[src/rtl/umips_muldiv_ctrl.sv]
// umips_muldiv_ctrl: iterative multiply/divide sequencer that owns HI/LO.
// Handles MULT/MULTU (shift-add) and DIV/DIVU (restoring). Each operation takes
// one bit per cycle, and HI/LO are written only on completion. It also handles
// MTHI/MTLO in IDLE, and raises a stall toward the hazard unit while busy.
//
// Ports:
//   clk, rst     clock, asynchronous active-high reset
//   start        launch op on op/a/b (sampled only in IDLE)
//   op           00 MULT, 01 MULTU, 10 DIV, 11 DIVU
//   a, b         rs / rt operands
//   mthi, mtlo   write wdata to HI / LO (honoured only in IDLE, start wins)
//   wdata        data for mthi/mtlo
//   hilo_use_d   decode-stage instruction touches HI/LO
//   hi, lo       HI / LO registers
//   busy         state is not IDLE
//   done         one-cycle pulse after HI/LO update
//   stall        busy & hilo_use_d (combinational)
module umips_muldiv_ctrl #(
  parameter int unsigned WIDTH = 32
) (
  input  logic             clk,
  input  logic             rst,
  input  logic             start,
  input  logic [1:0]       op,
  input  logic [WIDTH-1:0] a,
  input  logic [WIDTH-1:0] b,
  input  logic             mthi,
  input  logic             mtlo,
  input  logic [WIDTH-1:0] wdata,
  input  logic             hilo_use_d,
  output logic [WIDTH-1:0] hi,
  output logic [WIDTH-1:0] lo,
  output logic             busy,
  output logic             done,
  output logic             stall
);

  localparam int unsigned CW = $clog2(WIDTH) + 1;
  localparam int unsigned W2 = 2 * WIDTH;

  typedef enum logic [1:0] {
    S_IDLE = 2'd0,
    S_RUN  = 2'd1,
    S_FIN  = 2'd2
  } state_e;

  state_e           state_q, state_d;
  logic [CW-1:0]    count_q, count_d;
  logic             div_q, div_d;      // operation is a divide
  logic             neg_q, neg_d;      // negate product / quotient
  logic             rneg_q, rneg_d;    // negate remainder (dividend sign)
  logic [WIDTH-1:0] opnd_q, opnd_d;    // multiplicand or divisor magnitude
  logic [W2-1:0]    work_q, work_d;    // product, or {remainder, quotient}
  logic [WIDTH-1:0] hi_q, hi_d;
  logic [WIDTH-1:0] lo_q, lo_d;
  logic             done_q, done_d;

  logic             signed_op;
  logic [WIDTH-1:0] mag_a, mag_b;
  logic [WIDTH:0]   mul_sum;
  logic [WIDTH:0]   div_shift;
  logic             div_ge;
  logic [WIDTH-1:0] div_rem;
  logic [W2-1:0]    step_mul, step_div;
  logic [W2-1:0]    prod_fix;
  logic [WIDTH-1:0] quo_fix, rem_fix;
  logic             div_by_zero;

  // Operand magnitudes for the signed ops (MULT/DIV have op[0]=0)
  assign signed_op = ~op[0];
  assign mag_a     = (signed_op && a[WIDTH-1]) ? -a : a;
  assign mag_b     = (signed_op && b[WIDTH-1]) ? -b : b;

  // Shift-add step: add multiplicand on LSB of multiplier, shift right
  assign mul_sum  = {1'b0, work_q[W2-1:WIDTH]} + (work_q[0] ? {1'b0, opnd_q} : {(WIDTH+1){1'b0}});
  assign step_mul = {mul_sum, work_q[WIDTH-1:1]};

  // Restoring step: shift next dividend bit into remainder, subtract if it fits
  assign div_shift = {work_q[W2-1:WIDTH], work_q[WIDTH-1]};
  assign div_ge    = div_shift >= {1'b0, opnd_q};
  assign div_rem   = WIDTH'(div_shift - {1'b0, opnd_q});
  assign step_div  = {(div_ge ? div_rem : div_shift[WIDTH-1:0]), work_q[WIDTH-2:0], div_ge};

  // Sign fix-up; a zero divisor leaves the remainder equal to |a|, so the
  // dividend-sign fix-up restores the original a, and the quotient is forced.
  assign div_by_zero = (opnd_q == '0);
  assign prod_fix    = neg_q ? -work_q : work_q;
  assign quo_fix     = div_by_zero ? {WIDTH{1'b1}} :
                       (neg_q ? -work_q[WIDTH-1:0] : work_q[WIDTH-1:0]);
  assign rem_fix     = rneg_q ? -work_q[W2-1:WIDTH] : work_q[W2-1:WIDTH];

  // State register
  always_ff @(posedge clk or posedge rst) begin
    if (rst) begin
      state_q <= S_IDLE;
    end else begin
      state_q <= state_d;
    end
  end

  // Next-state logic
  always_comb begin
    state_d = state_q;
    case (state_q)
      S_IDLE:  if (start) state_d = S_RUN;
      S_RUN:   if (count_q == CW'(WIDTH - 1)) state_d = S_FIN;
      S_FIN:   state_d = S_IDLE;
      default: state_d = S_IDLE;
    endcase
  end

  // FSM outputs
  always_comb begin
    busy  = (state_q != S_IDLE);
    stall = busy & hilo_use_d;
  end

  // Datapath next-state
  always_comb begin
    count_d = count_q;
    div_d   = div_q;
    neg_d   = neg_q;
    rneg_d  = rneg_q;
    opnd_d  = opnd_q;
    work_d  = work_q;
    hi_d    = hi_q;
    lo_d    = lo_q;
    done_d  = 1'b0;
    case (state_q)
      S_IDLE: begin
        if (start) begin
          count_d = '0;
          div_d   = op[1];
          neg_d   = signed_op & (a[WIDTH-1] ^ b[WIDTH-1]);
          rneg_d  = signed_op & a[WIDTH-1];
          if (op[1]) begin
            opnd_d = mag_b;
            work_d = {{WIDTH{1'b0}}, mag_a};
          end else begin
            opnd_d = mag_a;
            work_d = {{WIDTH{1'b0}}, mag_b};
          end
        end else begin
          if (mthi) hi_d = wdata;
          if (mtlo) lo_d = wdata;
        end
      end
      S_RUN: begin
        work_d  = div_q ? step_div : step_mul;
        count_d = count_q + CW'(1);
      end
      S_FIN: begin
        done_d = 1'b1;
        if (div_q) begin
          hi_d = rem_fix;
          lo_d = quo_fix;
        end else begin
          hi_d = prod_fix[W2-1:WIDTH];
          lo_d = prod_fix[WIDTH-1:0];
        end
      end
      default: ;
    endcase
  end

  // Datapath registers
  always_ff @(posedge clk or posedge rst) begin
    if (rst) begin
      count_q <= '0;
      div_q   <= 1'b0;
      neg_q   <= 1'b0;
      rneg_q  <= 1'b0;
      opnd_q  <= '0;
      work_q  <= '0;
      hi_q    <= '0;
      lo_q    <= '0;
      done_q  <= 1'b0;
    end else begin
      count_q <= count_d;
      div_q   <= div_d;
      neg_q   <= neg_d;
      rneg_q  <= rneg_d;
      opnd_q  <= opnd_d;
      work_q  <= work_d;
      hi_q    <= hi_d;
      lo_q    <= lo_d;
      done_q  <= done_d;
    end
  end

  assign hi   = hi_q;
  assign lo   = lo_q;
  assign done = done_q;

endmodule

[config.mk]
export PLATFORM = sky130hd
export DESIGN_NAME = umips_muldiv_ctrl
export DESIGN_NICKNAME = d
export VERILOG_FILES = /design/src/rtl/umips_muldiv_ctrl.sv
export SDC_FILE = /design/constraint.sdc
export NUM_CORES = 1
export LEC_CHECK = 0
export CORE_UTILIZATION = 45
export CTS_CLUSTER_SIZE = 8
export DETAILED_ROUTE_END_ITERATION = 7
export MAX_ROUTING_LAYER = met4
export PLACE_DENSITY = 0.72
export SYNTH_ARGS = -nofsm -noshare
export SYNTH_HDL_FRONTEND = slang
export SYNTH_SLANG_ARGS = --single-unit
[constraint.sdc]
create_clock -name clk -period 15.6 [get_ports clk]
set_clock_uncertainty 0.2 [all_clocks]
set_input_delay 4.68 -clock clk [delete_from_list [all_inputs] [get_ports clk]]
set_output_delay 4.68 -clock clk [all_outputs]
set_load 0.005 [all_outputs]
==> results of run 1 <==
## power by group
group | internal [µW] | switching (µW) | leakage (µW)
registers | 609 | 273 | 0.00206
logic | 918 | 1210 | 0.00469
clock network | 214 | 218 | 0.000280
## cell type report
class                           count  area (µm²)  share of cell area (%)
Antenna cell                        1        2.50                  0.0144
Timing Repair Buffer              188        1830                    10.5
Inverter                           59         226                    1.30
Clock inverter                     14         151                   0.871
Sequential cell                   172        4310                    24.8
Multi-Input combinational cell   1531        9890                    56.9
Tap cell                          442         553                    3.18
Clock buffer                       18         429                    2.47
## state kept, by name, indices dropped and copies added, names as in the netlist
register / flops
rneg_q: 1
work_q: 64
done: 1
neg_q: 1
count_q: 6
hi: 32
div_q: 1
lo: 32
opnd_q: 32
state_q: 2
## cells in the mapped netlist, types with 4 or more instances
cell       instances
inv_1             59
mux2i_1           76
o31ai_1           20
a211o_1            4
o22ai_1           34
or4_1              8
clkbuf_1         108
nand2_1          196
nor3_1            32
or4_4              4
nand2b_1          12
o211a_1            5
nand3b_1           4
dfrtp_1          172
a21oi_1          144
a22oi_1           21
ha_1              69
and2_1             9
and3_1            10
a41oi_1            5
o21ai_1           87
xnor2_1          115
nor4_1            22
nand4_1           19
nand3_1           35
o41ai_1            8
o21a_1            11
a211oi_1          52
o211ai_1          31
nor2b_1           29
o21ai_0          121
a311o_1            5
or3_1             30
buf_1             17
o221ai_1           8
o2111ai_1          5
nor2_1           145
a21o_1            33
o21bai_1           4
a31oi_1           26
xor2_1            51
## through the flow
stage                     util [%]  worst slack [ns]  cell area [µm²]  instances
after floorplan                  -              5.91            14900       1891
final                         53.4              4.97            17400       2425
after detailed placement      51.6              4.97            16800       2392
after global routing          53.4              4.94            17400       2425
after CTS                     53.4              4.97            17400       2424
after global placement        51.6              4.95            16800       2392
## kinds of logic (layout without fill, tap and decap cells)
family / Yosys count / in the layout / synth area share (%)
compound gates: 642 / 642 / 26.7
xor+xnor: 166 / 166 / 9.78
fa+ha+maj: 71 / 71 / 6.08
buf+inv: 188 / 279 / 4.84
flops: 172 / 172 / 29.0
mux: 79 / 79 / 5.34
other cells: 0 / 1 / 0
simple gates: 573 / 573 / 18.3
## worst reg2reg max path: cells and delay by family, from the launching register on
| kind | cells | cell delay (ns) |
|---|---|---|
| flops | 1 | 0.63 |
| compound gates | 6 | 1.82 |
| simple gates | 2 | 1.08 |
| fa+ha+maj | 1 | 0.43 |
| buf+inv | 1 | 0.42 |
## path summary, 6_finish.rpt
kind	from	slack (ns)	end
hold / removal	lo[5]	0.28	lo[5]
setup reg to reg	work_q[51]	10.87	work_q[48]
max in group asynchronous	rst	9.50	work_q[58]
setup / recovery	hilo_use_d	4.97	stall
min in group asynchronous	rst	4.46	hi[14]
hold reg to reg	lo[5]	0.28	lo[5]
## routing by layer
metal / wire [µm] / GRT usage [%] / vias up
met4: 1570 / 11.0 / 0
met2: 21900 / 46.0 / 684
li1: - / - / 7048
met3: 4520 / 5.96 / 94
met5: 0 / - / -
met1: 22400 / 41.3 / 7083
==> results.sh, run 1 <==
export IMPL_post_route_min_period_ns=10.63
export IMPL_gp_congestion=0.961
export IMPL_finalNetCount=2144
export IMPL_grt_total_usage_pct=30.8
export IMPL_cts_path_max_buffers=2
export IMPL_holdPathStages=2
export IMPL_ys_async_sr_fraction_pct=100
export IMPL_worstSetupPathType="in2out"
export IMPL_synth_avg_cell_area_um2=7.86
export IMPL_drc=0
export IMPL_initial_core_util_pct=45.7
export IMPL_max_freq_mhz=94.1
export IMPL_syn_num_nets=2066
export IMPL_cts_root_buf="clkbuf_16"
export IMPL_grt_pass1_vias=13800
export IMPL_path_buf_inv=2
export IMPL_core_area_um2=32500
export IMPL_pin_count=171
export IMPL_whs_ns=0.281
export IMPL_end_kind="primary output"
export IMPL_rsz0062_at_grt="false"
export IMPL_fp_row_count=66
export IMPL_final_cell_mix="nand2_1, dfrtp_1, clkdlybuf4s50_1"
export IMPL_arrival_ns=5.75
export IMPL_hold_buffers=0
export IMPL_portBuffers=170
export IMPL_power_leakage_uw=0.00703
export IMPL_rr_worst_depth=10
export IMPL_synth_edf_count=0
export IMPL_vias=14900
export IMPL_final_common_cell="nand2_1"
export IMPL_finalSetupViolCount=0
export IMPL_numCtsBuffers=17
export IMPL_cpPeakStageDelay_ns=0.50
export IMPL_cp_depth=3
export IMPL_critical_path_cell_chain="clkdlybuf4s50_1 -> nor2b_1 -> clkdlybuf4s50_1"
export IMPL_wirelength_um=50400
export IMPL_hold_class="reg2reg"
export IMPL_dr_pass1_iters=7
export IMPL_dp_hpwl_um=38300
export IMPL_total_power_uw=3450
export IMPL_nFillCells=3088
export IMPL_antenna_found_initial=2
export IMPL_die_area_um2=33800
export IMPL_max_cap_viol_count=0
export IMPL_ys_warn_count=0
export IMPL_synth_area_top_cells="dfrtp_1, xnor2_1, ha_1"
export IMPL_grt_max_degree=105
export IMPL_drt_iter0_drc=1518
export IMPL_clkTransAtPathRegs_ns=0.07
export IMPL_period_share_pct=68.1
export IMPL_cts_resized=0
export IMPL_ys_seq_area_share_pct=29.0
export IMPL_ir_drop_mv=0.111
export IMPL_critPathRequiredTime_ns=10.72
export IMPL_synth_top_cell_by_area="dfrtp_1"
export IMPL_drive_gt1_share_pct=3.99
export IMPL_dieHeight_um=184
export IMPL_overflow=0
export IMPL_post_cts_buffers=0
export IMPL_grt_pass1_wl_um=77700
export IMPL_cts_tree="yes"
export IMPL_critPathMaxFanout=1
export IMPL_status="finished, final reports clean"
export IMPL_tns_ns=0
export IMPL_netlist_area_leader_share_pct=29.0
export IMPL_synth_main_ff_cell="dfrtp_1"
export IMPL_worst_pin_slew_ns=1.13
export IMPL_start_kind="primary input"
export IMPL_htreeDepth=4
export IMPL_clk_latency_ns=0.46
export IMPL_critPathSlowestCell="clkdlybuf4s50_1"
export IMPL_vias_per_cell=6.15
export IMPL_clock_sinks=172
export IMPL_wl_per_cell_um=20.8
export IMPL_ys_ff_latch=172
export IMPL_die_w_um=184
export IMPL_hold_viol=0
export IMPL_cp_common_cell="clkdlybuf4s50_1"
export IMPL_maxSlewViolCount=0
export IMPL_cellPowerDensity_nw_per_um2=198
export IMPL_synthCells=1891
export IMPL_antenna_left=0
export IMPL_synth_area_um2=14900
export IMPL_synthDistinctLibCells=69
export IMPL_cp_top_family="buffers and inverters"
export IMPL_area_delta_synth_final_pct=17.0
export IMPL_slew_headroom_pct=24.4
(Power assumes the default switching activity.)
==> run 2: changes to the inputs <==
Clock period 15.6 ns to 11.06 ns, I/O delays scaled along.
==> results.sh, run 2 (synthesis results as in run 1) <==
export IMPL_final_cell_mix="nand2_1, dfrtp_1, clkdlybuf4s50_1"
export IMPL_overflow=0
export IMPL_top_register="work_q"
export IMPL_grt_max_degree=105
export IMPL_cts_path_max_buffers=2
export IMPL_busiest_layer="met2"
export IMPL_start_kind="primary input"
export IMPL_max_cap_viol_count=0
export IMPL_end_kind="primary output"
export IMPL_drive_gt1_share_pct=3.84
export IMPL_cellPowerDensity_nw_per_um2=281
export IMPL_critPathRequiredTime_ns=7.54
export IMPL_wl_per_cell_um=20.8
export IMPL_antenna_cells=0
export IMPL_hold_class="reg2reg"
export IMPL_antenna_left=0
export IMPL_antenna_found_initial=0
export IMPL_globalRouteMet1Util_pct=43.5
export IMPL_power_leakage_uw=0.00702
export IMPL_nFillCells=3064
export IMPL_initial_core_util_pct=45.7
export IMPL_globalRouteMet2Util_pct=46.6
export IMPL_tns_ns=0
export IMPL_clock_sinks=172
export IMPL_clkTransAtPathRegs_ns=0.07
export IMPL_rsz0062_at_grt="false"
export IMPL_core_area_um2=32500
export IMPL_numCtsBuffers=17
export IMPL_max_freq_mhz=127
export IMPL_critPathMaxFanout=1
export IMPL_vias_per_cell=6.16
export IMPL_dieHeight_um=184
export IMPL_reg2reg_to="work_q[48]"
export IMPL_arrival_ns=4.38
export IMPL_vias=14900
export IMPL_fp_row_count=66
export IMPL_cts_resized=0
export IMPL_final_core_util_pct=53.4
export IMPL_maxSlewViolCount=0
export IMPL_status="finished, final reports clean"
export IMPL_pin_count=171
export IMPL_cts_tree="yes"
export IMPL_rr_worst_depth=10
export IMPL_ir_drop_mv=0.155
export IMPL_largest_reg_flops=64
export IMPL_hold_viol=0
export IMPL_min_to="lo[6]"
export IMPL_wirelength_um=50400
export IMPL_clk_latency_ns=0.45
export IMPL_final_common_cell="nand2_1"
export IMPL_drc=0
export IMPL_cts_root_buf="clkbuf_16"
export IMPL_drt_iter0_drc=1632
export IMPL_die_area_um2=33800
export IMPL_gp_congestion=0.963
export IMPL_met3_usage_pct=3.92
export IMPL_worstSetupPathType="in2out"
export IMPL_finalNetCount=2141
export IMPL_period_share_pct=71.4
export IMPL_grt_pass1_wl_um=78100
export IMPL_post_route_min_period_ns=7.89
export IMPL_holdPathStages=2
export IMPL_reg2reg_from="work_q[47]"
export IMPL_finalSetupViolCount=0
export IMPL_min_from="lo[6]"
export IMPL_area_delta_synth_final_pct=16.9
export IMPL_dp_hpwl_um=38100
export IMPL_grt_total_usage_pct=30.9
export IMPL_htreeDepth=4
export IMPL_rrSetupSlack_ns=6.32
export IMPL_dr_pass1_iters=6
export IMPL_hold_buffers=0
export IMPL_grt_pass1_vias=13600
export IMPL_portBuffers=170
export IMPL_worst_pin_slew_ns=1.16
export IMPL_slew_headroom_pct=22.8
export IMPL_die_w_um=184
export IMPL_post_cts_buffers=0
[run 2: cell count changes in the layout (fill, tap and decap cells not counted)]
cell,delta
buf_4,-3
clkinv_4,-3
inv_6,-2
inv_8,+2
clkinv_8,+1
clkinvlp_4,+1
diode_2,-1
inv_12,+1
[run 2: per-layer routing]
metal / wire [µm] / share of wire (%)
met5: 0 / 0
met4: 1110 / 2.2
met3: 4190 / 8.3
met2: 22200 / 44
met1: 22900 / 45
[run 2: worst max-delay path by stage]
stage / depth (start not counted) / from / slack, ns / end
after floorplan: 1 / rst / 2.88 / count_q[0]
after global placement: 3 / hilo_use_d / 3.15 / stall
after detailed placement: 3 / hilo_use_d / 3.17 / stall
after CTS: 3 / hilo_use_d / 3.16 / stall
after global routing: 3 / hilo_use_d / 3.10 / stall
final: 3 / hilo_use_d / 3.17 / stall
[run 2: cell type report]
cell class	instances	area (µm²)	share of cell area, %
multi-input combinational	1531	9890	56.9
tap	442	553	3.18
clock buffer	18	429	2.47
timing repair buffer	185	1810	10.4
inverter	59	226	1.30
sequential	172	4310	24.8
clock inverter	14	170	0.979
[run 2: metrics by stage]
step                      setup WS (ns)  total power, µW  hold slack [ns]  instances  cell area, µm²
after global placement             3.15             4130            0.264       2389           16800
after global routing               3.10             5250            0.297       2421           17400
after detailed placement           3.17             4190            0.271       2389           16800
after CTS                          3.16             4820            0.288       2421           17400
after floorplan                    2.88             3290            0.250       1891           14900
final                              3.17             4890            0.283       2421           17400
[run 2: worst max-delay path, cell delays in order]
cell and delay, ns:
clkdlybuf4s50_1 0.45, nor2b_1 0.11, clkdlybuf4s50_1 0.50
[run 2: power breakdown]
part           internal, µW  total [µW]  switching [µW]
Sequential              858        1250             391
Clock                   307         625             318
Combinational          1290        3010            1720
